## config.mk

```make
export PLATFORM = sky130hd
export DESIGN_NAME = track_smoother
export DESIGN_NICKNAME = d
export VERILOG_FILES = /design/src/rtl/track_smoother_pkg.sv /design/src/rtl/track_smoother_ema_axis.sv /design/src/rtl/track_smoother.sv
export SDC_FILE = /design/constraint.sdc
export NUM_CORES = 1
export LEC_CHECK = 0
export ABC_AREA = 1
export CAP_MARGIN = 10
export CORE_UTILIZATION = 50
export CTS_CLUSTER_DIAMETER = 40
export DETAILED_ROUTE_END_ITERATION = 16
export PLACE_DENSITY = 0.72
export SLEW_MARGIN = 20
export SYNTH_ARGS = -nofsm -noshare
export SYNTH_HDL_FRONTEND = slang
export SYNTH_HIERARCHICAL = 1
export SYNTH_SLANG_ARGS = --single-unit
```

## constraint.sdc

```tcl
create_clock -name GCLK -period 6.65 [get_ports GCLK]
set_clock_uncertainty 0.1 [all_clocks]
set_input_delay 1.33 -clock GCLK [delete_from_list [all_inputs] [get_ports GCLK]]
set_output_delay 1.33 -clock GCLK [all_outputs]
set_load 0.02 [all_outputs]
```

## src/rtl/track_smoother_pkg.sv

```systemverilog
// ============================================================================
// Module   : track_pkg
// Purpose  : Shared types, state encoding and default geometry for the
//            track_smoother block.
// Revision : 1.0 - initial release
// ============================================================================
`default_nettype none

package track_pkg;

  typedef enum logic [1:0] {
    IDLE    = 2'd0,
    ACQUIRE = 2'd1,
    TRACK   = 2'd2,
    LOST    = 2'd3
  } track_state_t;

  typedef logic [9:0]         coord_t;
  typedef logic signed [10:0] sdiff_t;

  localparam int c_VGA_WIDTH      = 640;
  localparam int c_VGA_HEIGHT     = 480;
  localparam int c_TEMPLATE_WIDTH = 32;
  localparam int c_ALPHA_SHIFT    = 2;
  localparam int c_MAX_JUMP       = 64;
  localparam int c_LOST_COUNT     = 8;

  // 12-bit signed input leaves headroom for filter overshoot below zero.
  function automatic coord_t clamp_coord(input logic signed [11:0] v,
                                         input coord_t lo,
                                         input coord_t hi);
    logic signed [11:0] lo_s;
    logic signed [11:0] hi_s;
    logic [11:0]        v_u;
    lo_s = $signed({2'b00, lo});
    hi_s = $signed({2'b00, hi});
    v_u  = v;
    if (v < lo_s)      return lo;
    else if (v > hi_s) return hi;
    else               return v_u[9:0];
  endfunction

endpackage

`default_nettype wire

```

## src/rtl/track_smoother_ema_axis.sv

```systemverilog
// ============================================================================
// Module   : ema_axis
// Purpose  : One axis of the box-centre update: snap or EMA step, clamped,
//            plus |peak - cur| for the jump gate.
// Revision : 1.0 - initial release
// ============================================================================
`default_nettype none

module ema_axis
  import track_pkg::*;
#(
  parameter int ALPHA_SHIFT = c_ALPHA_SHIFT
) (
  input  coord_t      cur,
  input  coord_t      peak,
  input  logic        snap,
  input  logic        filter,
  input  coord_t      min_v,
  input  coord_t      max_v,
  output coord_t      nxt,
  output logic [10:0] abs_diff
);

  sdiff_t             w_diff;
  sdiff_t             w_step;
  sdiff_t             w_neg;
  logic signed [11:0] w_filt;
  logic signed [11:0] w_snap;

  assign w_diff = sdiff_t'({1'b0, peak}) - sdiff_t'({1'b0, cur});
  // Arithmetic shift floors toward minus infinity, matching the EMA weight.
  assign w_step = w_diff >>> ALPHA_SHIFT;
  assign w_neg  = -w_diff;
  assign w_filt = $signed({2'b00, cur}) + $signed({w_step[10], w_step});
  assign w_snap = $signed({2'b00, peak});

  assign abs_diff = w_diff[10] ? w_neg : w_diff;

  always_comb begin
    nxt = cur;
    if (snap)
      nxt = clamp_coord(w_snap, min_v, max_v);
    else if (filter)
      nxt = clamp_coord(w_filt, min_v, max_v);
  end

endmodule

`default_nettype wire

```

## src/rtl/track_smoother.sv

```systemverilog
// ============================================================================
// Module   : track_smoother
// Purpose  : Gates correlator peaks by score/jump and produces a smoothed,
//            clamped face-box centre with lock/lost status.
//            Optional macro TRACK_SMOOTHER_HYST_EN raises the re-acquire
//            threshold to score_thresh * 1.25.
// Revision : 1.0 - initial release
// ============================================================================
`default_nettype none

module track_smoother
  import track_pkg::*;
#(
  parameter int VGA_WIDTH      = c_VGA_WIDTH,
  parameter int VGA_HEIGHT     = c_VGA_HEIGHT,
  parameter int TEMPLATE_WIDTH = c_TEMPLATE_WIDTH,
  parameter int ALPHA_SHIFT    = c_ALPHA_SHIFT,
  parameter int MAX_JUMP       = c_MAX_JUMP,
  parameter int LOST_COUNT     = c_LOST_COUNT
) (
  input  logic        GCLK,
  input  logic        reset,
  input  logic        tracking_mode,
  input  logic        peak_valid,
  input  logic [9:0]  peak_x,
  input  logic [9:0]  peak_y,
  input  logic [15:0] peak_score,
  input  logic [15:0] score_thresh,
  output logic [9:0]  c_x,
  output logic [9:0]  c_y,
  output logic        pos_valid,
  output logic        locked,
  output logic        lost
);

  localparam int     MISS_W  = $clog2(LOST_COUNT + 1);
  localparam coord_t c_X_MIN = coord_t'(TEMPLATE_WIDTH / 2);
  localparam coord_t c_X_MAX = coord_t'(VGA_WIDTH - 1 - TEMPLATE_WIDTH / 2);
  localparam coord_t c_Y_MIN = coord_t'(TEMPLATE_WIDTH / 2);
  localparam coord_t c_Y_MAX = coord_t'(VGA_HEIGHT - 1 - TEMPLATE_WIDTH / 2);
  localparam coord_t c_X_RST = coord_t'(VGA_WIDTH / 2);
  localparam coord_t c_Y_RST = coord_t'(VGA_HEIGHT / 2);

  track_state_t      r_state, w_state_n;
  logic [MISS_W-1:0] r_miss, w_miss_n, w_miss_inc;
  coord_t            r_c_x, r_c_y;
  coord_t            w_nx, w_ny;
  logic              r_pos_valid, r_locked, r_lost;
  logic              w_snap, w_filter;
  logic [10:0]       w_abs_x, w_abs_y;
  logic [16:0]       w_acq_thresh;
  logic              w_score_ok, w_acq_ok, w_jump_ok;

`ifdef TRACK_SMOOTHER_HYST_EN
  assign w_acq_thresh = {1'b0, score_thresh} + {3'b000, score_thresh[15:2]};
`else
  assign w_acq_thresh = {1'b0, score_thresh};
`endif

  assign w_score_ok = peak_score >= score_thresh;
  assign w_acq_ok   = {1'b0, peak_score} >= w_acq_thresh;
  assign w_jump_ok  = (w_abs_x <= 11'(MAX_JUMP)) && (w_abs_y <= 11'(MAX_JUMP));
  assign w_miss_inc = r_miss + MISS_W'(1);

  ema_axis #(.ALPHA_SHIFT(ALPHA_SHIFT)) u_axis_x (
    .cur      (r_c_x),
    .peak     (peak_x),
    .snap     (w_snap),
    .filter   (w_filter),
    .min_v    (c_X_MIN),
    .max_v    (c_X_MAX),
    .nxt      (w_nx),
    .abs_diff (w_abs_x)
  );

  ema_axis #(.ALPHA_SHIFT(ALPHA_SHIFT)) u_axis_y (
    .cur      (r_c_y),
    .peak     (peak_y),
    .snap     (w_snap),
    .filter   (w_filter),
    .min_v    (c_Y_MIN),
    .max_v    (c_Y_MAX),
    .nxt      (w_ny),
    .abs_diff (w_abs_y)
  );

  always_comb begin
    w_state_n = r_state;
    w_miss_n  = r_miss;
    w_snap    = 1'b0;
    w_filter  = 1'b0;
    // Dropping the mode overrides everything, including a coincident peak.
    if (!tracking_mode) begin
      w_state_n = IDLE;
      w_miss_n  = '0;
    end else begin
      unique case (r_state)
        IDLE: w_state_n = ACQUIRE;
        ACQUIRE, LOST: begin
          if (peak_valid && w_acq_ok) begin
            w_snap    = 1'b1;
            w_state_n = TRACK;
            w_miss_n  = '0;
          end
        end
        TRACK: begin
          if (peak_valid) begin
            if (w_score_ok && w_jump_ok) begin
              w_filter = 1'b1;
              w_miss_n = '0;
            end else if (w_miss_inc == MISS_W'(LOST_COUNT)) begin
              w_state_n = LOST;
              w_miss_n  = '0;
            end else begin
              w_miss_n = w_miss_inc;
            end
          end
        end
        default: w_state_n = IDLE;
      endcase
    end
  end

  always_ff @(posedge GCLK) begin
    if (reset) begin
      r_state     <= IDLE;
      r_miss      <= '0;
      r_c_x       <= c_X_RST;
      r_c_y       <= c_Y_RST;
      r_pos_valid <= 1'b0;
      r_locked    <= 1'b0;
      r_lost      <= 1'b0;
    end else begin
      r_state     <= w_state_n;
      r_miss      <= w_miss_n;
      r_c_x       <= w_nx;
      r_c_y       <= w_ny;
      r_pos_valid <= w_snap | w_filter;
      r_locked    <= (w_state_n == TRACK);
      r_lost      <= (w_state_n == LOST);
    end
  end

  assign c_x       = r_c_x;
  assign c_y       = r_c_y;
  assign pos_valid = r_pos_valid;
  assign locked    = r_locked;
  assign lost      = r_lost;

endmodule

`default_nettype wire
```

# Word-level counts from Yosys, hierarchy flattened
# Cells that the tools add are included.
# W data, S select, Z words.
[classes]
n_addsub = 7
n_lt_le_gt_ge = 12
n_eq_ne = 8
n_mux = 32
bitwise_logic = 2
n_reduce_logical = 9
[op_table]
columns = ["operator", "count"]
rows = [
  ["$mux W10", 12],
  ["$ge A16 B16 Y1", 2],
  ["$add A11 B9 Y12", 2],
  ["$lt A12 B6 Y1 const B", 2],
  ["$le A11 B7 Y1 const B", 2],
  ["$mux W11", 2],
  ["$neg A11 Y11", 2],
  ["$sub A10 B10 Y11", 2],
  ["$lt A10 B5 Y1 const B", 2],
  ["$mux W4", 4],
  ["$gt A12 B10 Y1 const B", 1],
  ["$gt A12 B11 Y1 const B", 1],
  ["$gt A10 B10 Y1 const B", 1],
  ["$gt A10 B9 Y1 const B", 1],
  ["$mux W2", 5],
  ["$eq A2 B2 Y1 const B", 4],
  ["$pmux W4 S2", 1],
  ["$mux W1", 7],
  ["$pmux W2 S3", 1],
  ["$add A4 B1 Y4 const B", 1],
  ["$eq A4 B4 Y1 const B", 1],
  ["$ne A2 B2 Y1 const B", 2],
  ["$reduce_bool A2 Y1", 2],
  ["$reduce_or A2 Y1", 2],
  ["other kinds (6)", 8],
]
[totals]
regBits = 29
inputBits = 56
out_inout_bits = 23

# Logic depth before layout (Yosys ltp)
[depth]
word_depth = 12
mapped_depth = 35

# Hierarchy
# The synthesis kept the hierarchy.
[by_module_without_submodules]
columns = ["module", "instances", "cells_per_inst", "area_per_inst_um2", "seq_area_each_um2"]
rows = [
  ["ema_axis (u_axis_x)", 1, 468, 2977.9, 0.0],
  ["ema_axis (u_axis_y)", 1, 520, 2875.3, 0.0],
  ["track_smoother", 1, 218, 1547.7, 580.6],
]

# Least setup slack after synthesis
# No wires, ideal clock.
[synth_timing]
kind = "input-to-reg"
start = "input peak_y[0]"
end = "register r_c_y[4] (netlist: c_y[4])"
setup_time_ns = 0.123
arrival_ns = 5.241
path_slack_ns = 1.186
path_stages = 34
path_buffers = 1
cell_sequence = "inv_1 -> ha_1 -> inv_1 -> fa_1 -> inv_1 -> nor2_1 -> nor2_1 -> o21ai_1 -> a21oi_1 -> xor2_1 -> inv_1 -> ha_1 -> nand2_1 -> inv_1 -> nand2_1 -> nand2_1 -> a21oi_1 -> o21bai_1 -> xor2_1 -> inv_1 -> ha_1 -> nand2_1 -> nor2_1 -> nand2_1 -> nand2_1 -> nand2_1 -> nand2_1 -> buf_2 -> nand3_1 -> nand3_1 -> nand2_1 -> nand2_1 -> nand2_1 -> or2_2"
[synth_between]
elab_cells_between_ends = 22
cone_classes = "add/sub: 3; order compare: 5; mux: 11; reduce/logical: 3"
[synth_lines]
columns = ["element", "line", "rtl"]
rows = [
  ["from (decl)", "track_smoother.sv:26", "input logic [9:0] peak_y,"],
  ["$sub A10 B10 Y11", "track_smoother_ema_axis.sv:30", "assign w_diff = sdiff_t'({1'b0, peak}) - sdiff_t'({1'b0, cur});"],
  ["$add A11 B9 Y12", "track_smoother_ema_axis.sv:34", "assign w_filt = $signed({2'b00, cur}) + $signed({w_step[10], w_step});"],
  ["$gt A12 B10 Y1", "track_smoother_pkg.sv:39", "else if (v > hi_s) return hi;"],
  ["$mux W10", "track_smoother_pkg.sv:39", ""],
  ["$mux W10", "track_smoother_pkg.sv:38", "if (v < lo_s) return lo;"],
  ["$mux W10", "track_smoother_ema_axis.sv:43", "else if (filter)"],
  ["$mux W10 (*)", "track_smoother_ema_axis.sv:41", "if (snap)"],
  ["net w_ny[4]", "track_smoother.sv:47", "coord_t w_nx, w_ny;"],
  ["to (signal assigned)", "track_smoother.sv:129", "r_c_y <= c_Y_RST;"],
  ["to (signal assigned)", "track_smoother.sv:137", "r_c_y <= w_ny;"],
  ["to (decl)", "track_smoother.sv:46", "coord_t r_c_x, r_c_y;"],
]
# The timed path passes the listed nets; every way through them passes the cells marked *. The select of a mux whose other input is x is not followed.
# A chain may end at the register's enable or synchronous reset.

# Worst setup path after layout
[layout_timing]
start = "input peak_y[0]"
end = "register r_c_y[5] (netlist: c_y[5])"
# The elaborated chain is that of the path after synthesis.

==> key figures <==
Status
  • Status: complete, no violations

Synth
  • Mean Syn Cell Area: 6.14 sq um
  • Unique cell type count in the Yosys netlist: 53
  • Top_reg_cell synth: dfxtp_1
  • Post-synthesis sequential area ratio: 7.84%
  • Synth Instances: 1,206
  • Synthesized flop and latch total: 29
  • Synth top area share: 23.8%
  • Asr flop ratio synth: 0%
  • Synth top area cells: ha_1 24%, nand2_1 15%, inv_1 10%
  • Synth area leader: ha_1
  • Warnings, synthesis: 6
  • Mapped Area: 7400 sq um
  • Post-synth EDFFs: 0

CTS
  • H-tree Lvls: 2
  • Post-CTS Setup Bufs: 0
  • Clock latency at the later pin of the worst-skew pair: 0.28 ns
  • Clock sinks: 29
  • CTS Buf Count: 5
  • Clk pin slew, worst setup/hold paths: 0.06 ns
  • Root Driver: clkbuf_16
  • TritonCTS clock tree: yes
  • CTS Buffer Depth: 2

Timing
  • Slew Viols, Final: 0
  • RSZ-0062 raised after global routing: false
  • Final Hold Vio Count: 0
  • Worst-Margin Slew: 0.656 ns
  • Period utilization: 92.4%
  • Worst rel slew slack: 56.2%
  • Hold WS: 0.414 ns
  • Post-route setup TNS: 0 ns
  • Tmin final: 6.14 ns
  • # setup viols final: 0
  • Fmax: 0.163 GHz

Setup path
  • CP most frequent cell: nand2_1
  • Critical path fanouts, max: 10
  • Crit path buf inv count: 8
  • Crit path DAT: 6.20 ns
  • Critical path class: in -> reg
  • CP peak stage delay: 0.42 ns
  • Critical Path Sink Type: flop
  • Req. time, crit path: 6.71 ns
  • Top delay family on crit path: simple AND/OR/NAND/NOR gates
  • Cell depth of the worst flop-to-flop path: 33
  • Crit path depth: 35
  • Worst path slowest cell: clkdlybuf4s50_1
  • CP Launch Type: input pin

Floorplanning
  • Top Ports: 79
  • Initial Util: 51.1%
  • DIE HEIGHT: 124 um
  • Core area: 14,500 sq um
  • Row count: 44
  • Die W: 124 um
  • DIE AREA: 15,300 sq um

Hold path
  • Min-delay worst type: reg -> reg
  • WHS Path Cells: 2

Finish
  • ANT cells: 0
  • Most frequent cells in the layout: 296 x nand2_1, 204 x inv_1, 141 x ha_1
  • Filler cells: 1,466
  • Nets: 1,555
  • Layout overhead on the synthesized area: 19.0%
  • Most common library cell in the layout ignoring fill and taps: nand2_1
  • Layout cells sized above 1: 6.49%

Flow run
  • Max capacitance violation total: 0

Place
  • Gp weighted congestion: 0.910
  • PortBufs: 78
  • Post-detail-place hpwl: 16.4 mm

Drt
  • Vias per cell: 4.97
  • Initial DRC count: 472
  • Avg WL per Cell: 12.7 um
  • Via count: 7,648
  • Final antenna-violating net count: 0
  • Number of iterations in the first detailed-routing pass: 5
  • WL final: 19.6 mm
  • # DRC: 0

Global route
  • Initial antenna violation count: 0
  • Total track usage: 26.5%
  • Largest net degree at the start of global routing: 23
  • GR Overflow Total: 0
  • Vias in the first global route: 6,743
  • First-pass GRT wire length: 31.9 mm

Pwr
  • Power per cell area: 140 nW/um^2
  • VDD IR-drop max: 0.106 mV
  • Leakage: 4.74 nW
[power by group]
part,switching [mW],internal (mW),leakage (nW)
Clock,0.0922,0.187,0.0831
Sequential,0.00504,0.177,0.235
Combinational,0.480,0.292,4.42
[logic make-up (layout without fill, tap and decap cells)]
group,Yosys count,count (layout),synth area share [%]
XOR/XNOR,41,41,5.11
buffers and inverters,237,312,13.0
AO/OA/AOI/OAI,190,190,15.5
adder cells (fa/ha/maj),145,145,24.9
other,2,76,0.101
flip-flops,29,29,7.84
AND/OR/NAND/NOR,562,562,33.5
[per-layer routing]
metal	wire, um	up-vias	track usage [%]
met5	0	-	0
met4	182	0	4.52
met3	1120	13	1.88
met2	8040	175	41.8
met1	10200	3334	39.5
li1	-	4126	-
[cell type report]
cell class                      count  area, sq um  area share [%]
Multi-Input combinational cell   1014         6140            69.8
Clock buffer                        6          139            1.58
Inverter                          215          810            9.19
Timing Repair Buffer               89          863            9.81
Tap cell                          184          230            2.61
Clock inverter                      2         37.5           0.426
Sequential cell                    29          581            6.59
[worst reg2reg max path: cells and delay by family (launching register included)]
kind	cells	cell delay (ns)
compound gates	4	0.63
xor+xnor	2	0.44
fa+ha+maj	4	1.24
buf+inv	6	0.55
flops	1	0.49
simple gates	17	1.41
[what timing repair did]
action	4_1_cts	5_1_grt
gates resized for setup	0	1
hold endpoints to repair	0	0
endpoints found under the setup margin	0	4
hold buffers	0	0
[cell usage after synthesis, drive strengths merged (2+ instances only)]
| cell type | count |
|---|---|
| a21boi | 2 |
| fa | 4 |
| nand3 | 70 |
| nor3 | 14 |
| nand2 | 312 |
| dfxtp | 29 |
| nor4 | 2 |
| nand4 | 19 |
| inv | 211 |
| o21ai | 25 |
| o31ai | 2 |
| a21oi | 116 |
| clkinv | 4 |
| buf | 5 |
| or2 | 11 |
| o211ai | 14 |
| conb | 2 |
| clkbuf | 15 |
| xor2 | 31 |
| o21a | 3 |
| a31oi | 4 |
| xnor2 | 10 |
| a211oi | 13 |
| o2111ai | 3 |
| nor2 | 133 |
| ha | 141 |
| o21bai | 6 |
[state kept, by name, summed over array words and instances (netlist names)]
register and flops:
c_y 10, lost 1, r_state 2, locked 1
c_x 10, r_miss 4, pos_valid 1
[through the flow]
step / utilization [%] / cells / setup slack (ns) / total power, mW / instance area [sq um]
6_report: 60.8 / 1539 / 0.509 / 1.23 / 8800
5_1_grt: 60.8 / 1539 / 0.0204 / 1.36 / 8800
4_1_cts: 60.8 / 1539 / 0.490 / 1.22 / 8800
3_5_place_dp: 59.5 / 1531 / 0.208 / 0.935 / 8620
3_3_place_gp: 59.5 / 1531 / 0.338 / 0.926 / 8620
2_1_floorplan: - / 1280 / 1.19 / 0.769 / 7680
[worst paths after layout]
check	startpoint	end	slack (ns)
max	peak_y[0]	c_y[5]	0.51
min	r_miss[3]	r_miss[3]	0.41
max reg2reg	c_y[0]	c_y[5]	1.65
min reg2reg	r_miss[3]	r_miss[3]	0.41
No activity file was read; power rests on OpenSTA's default activity.
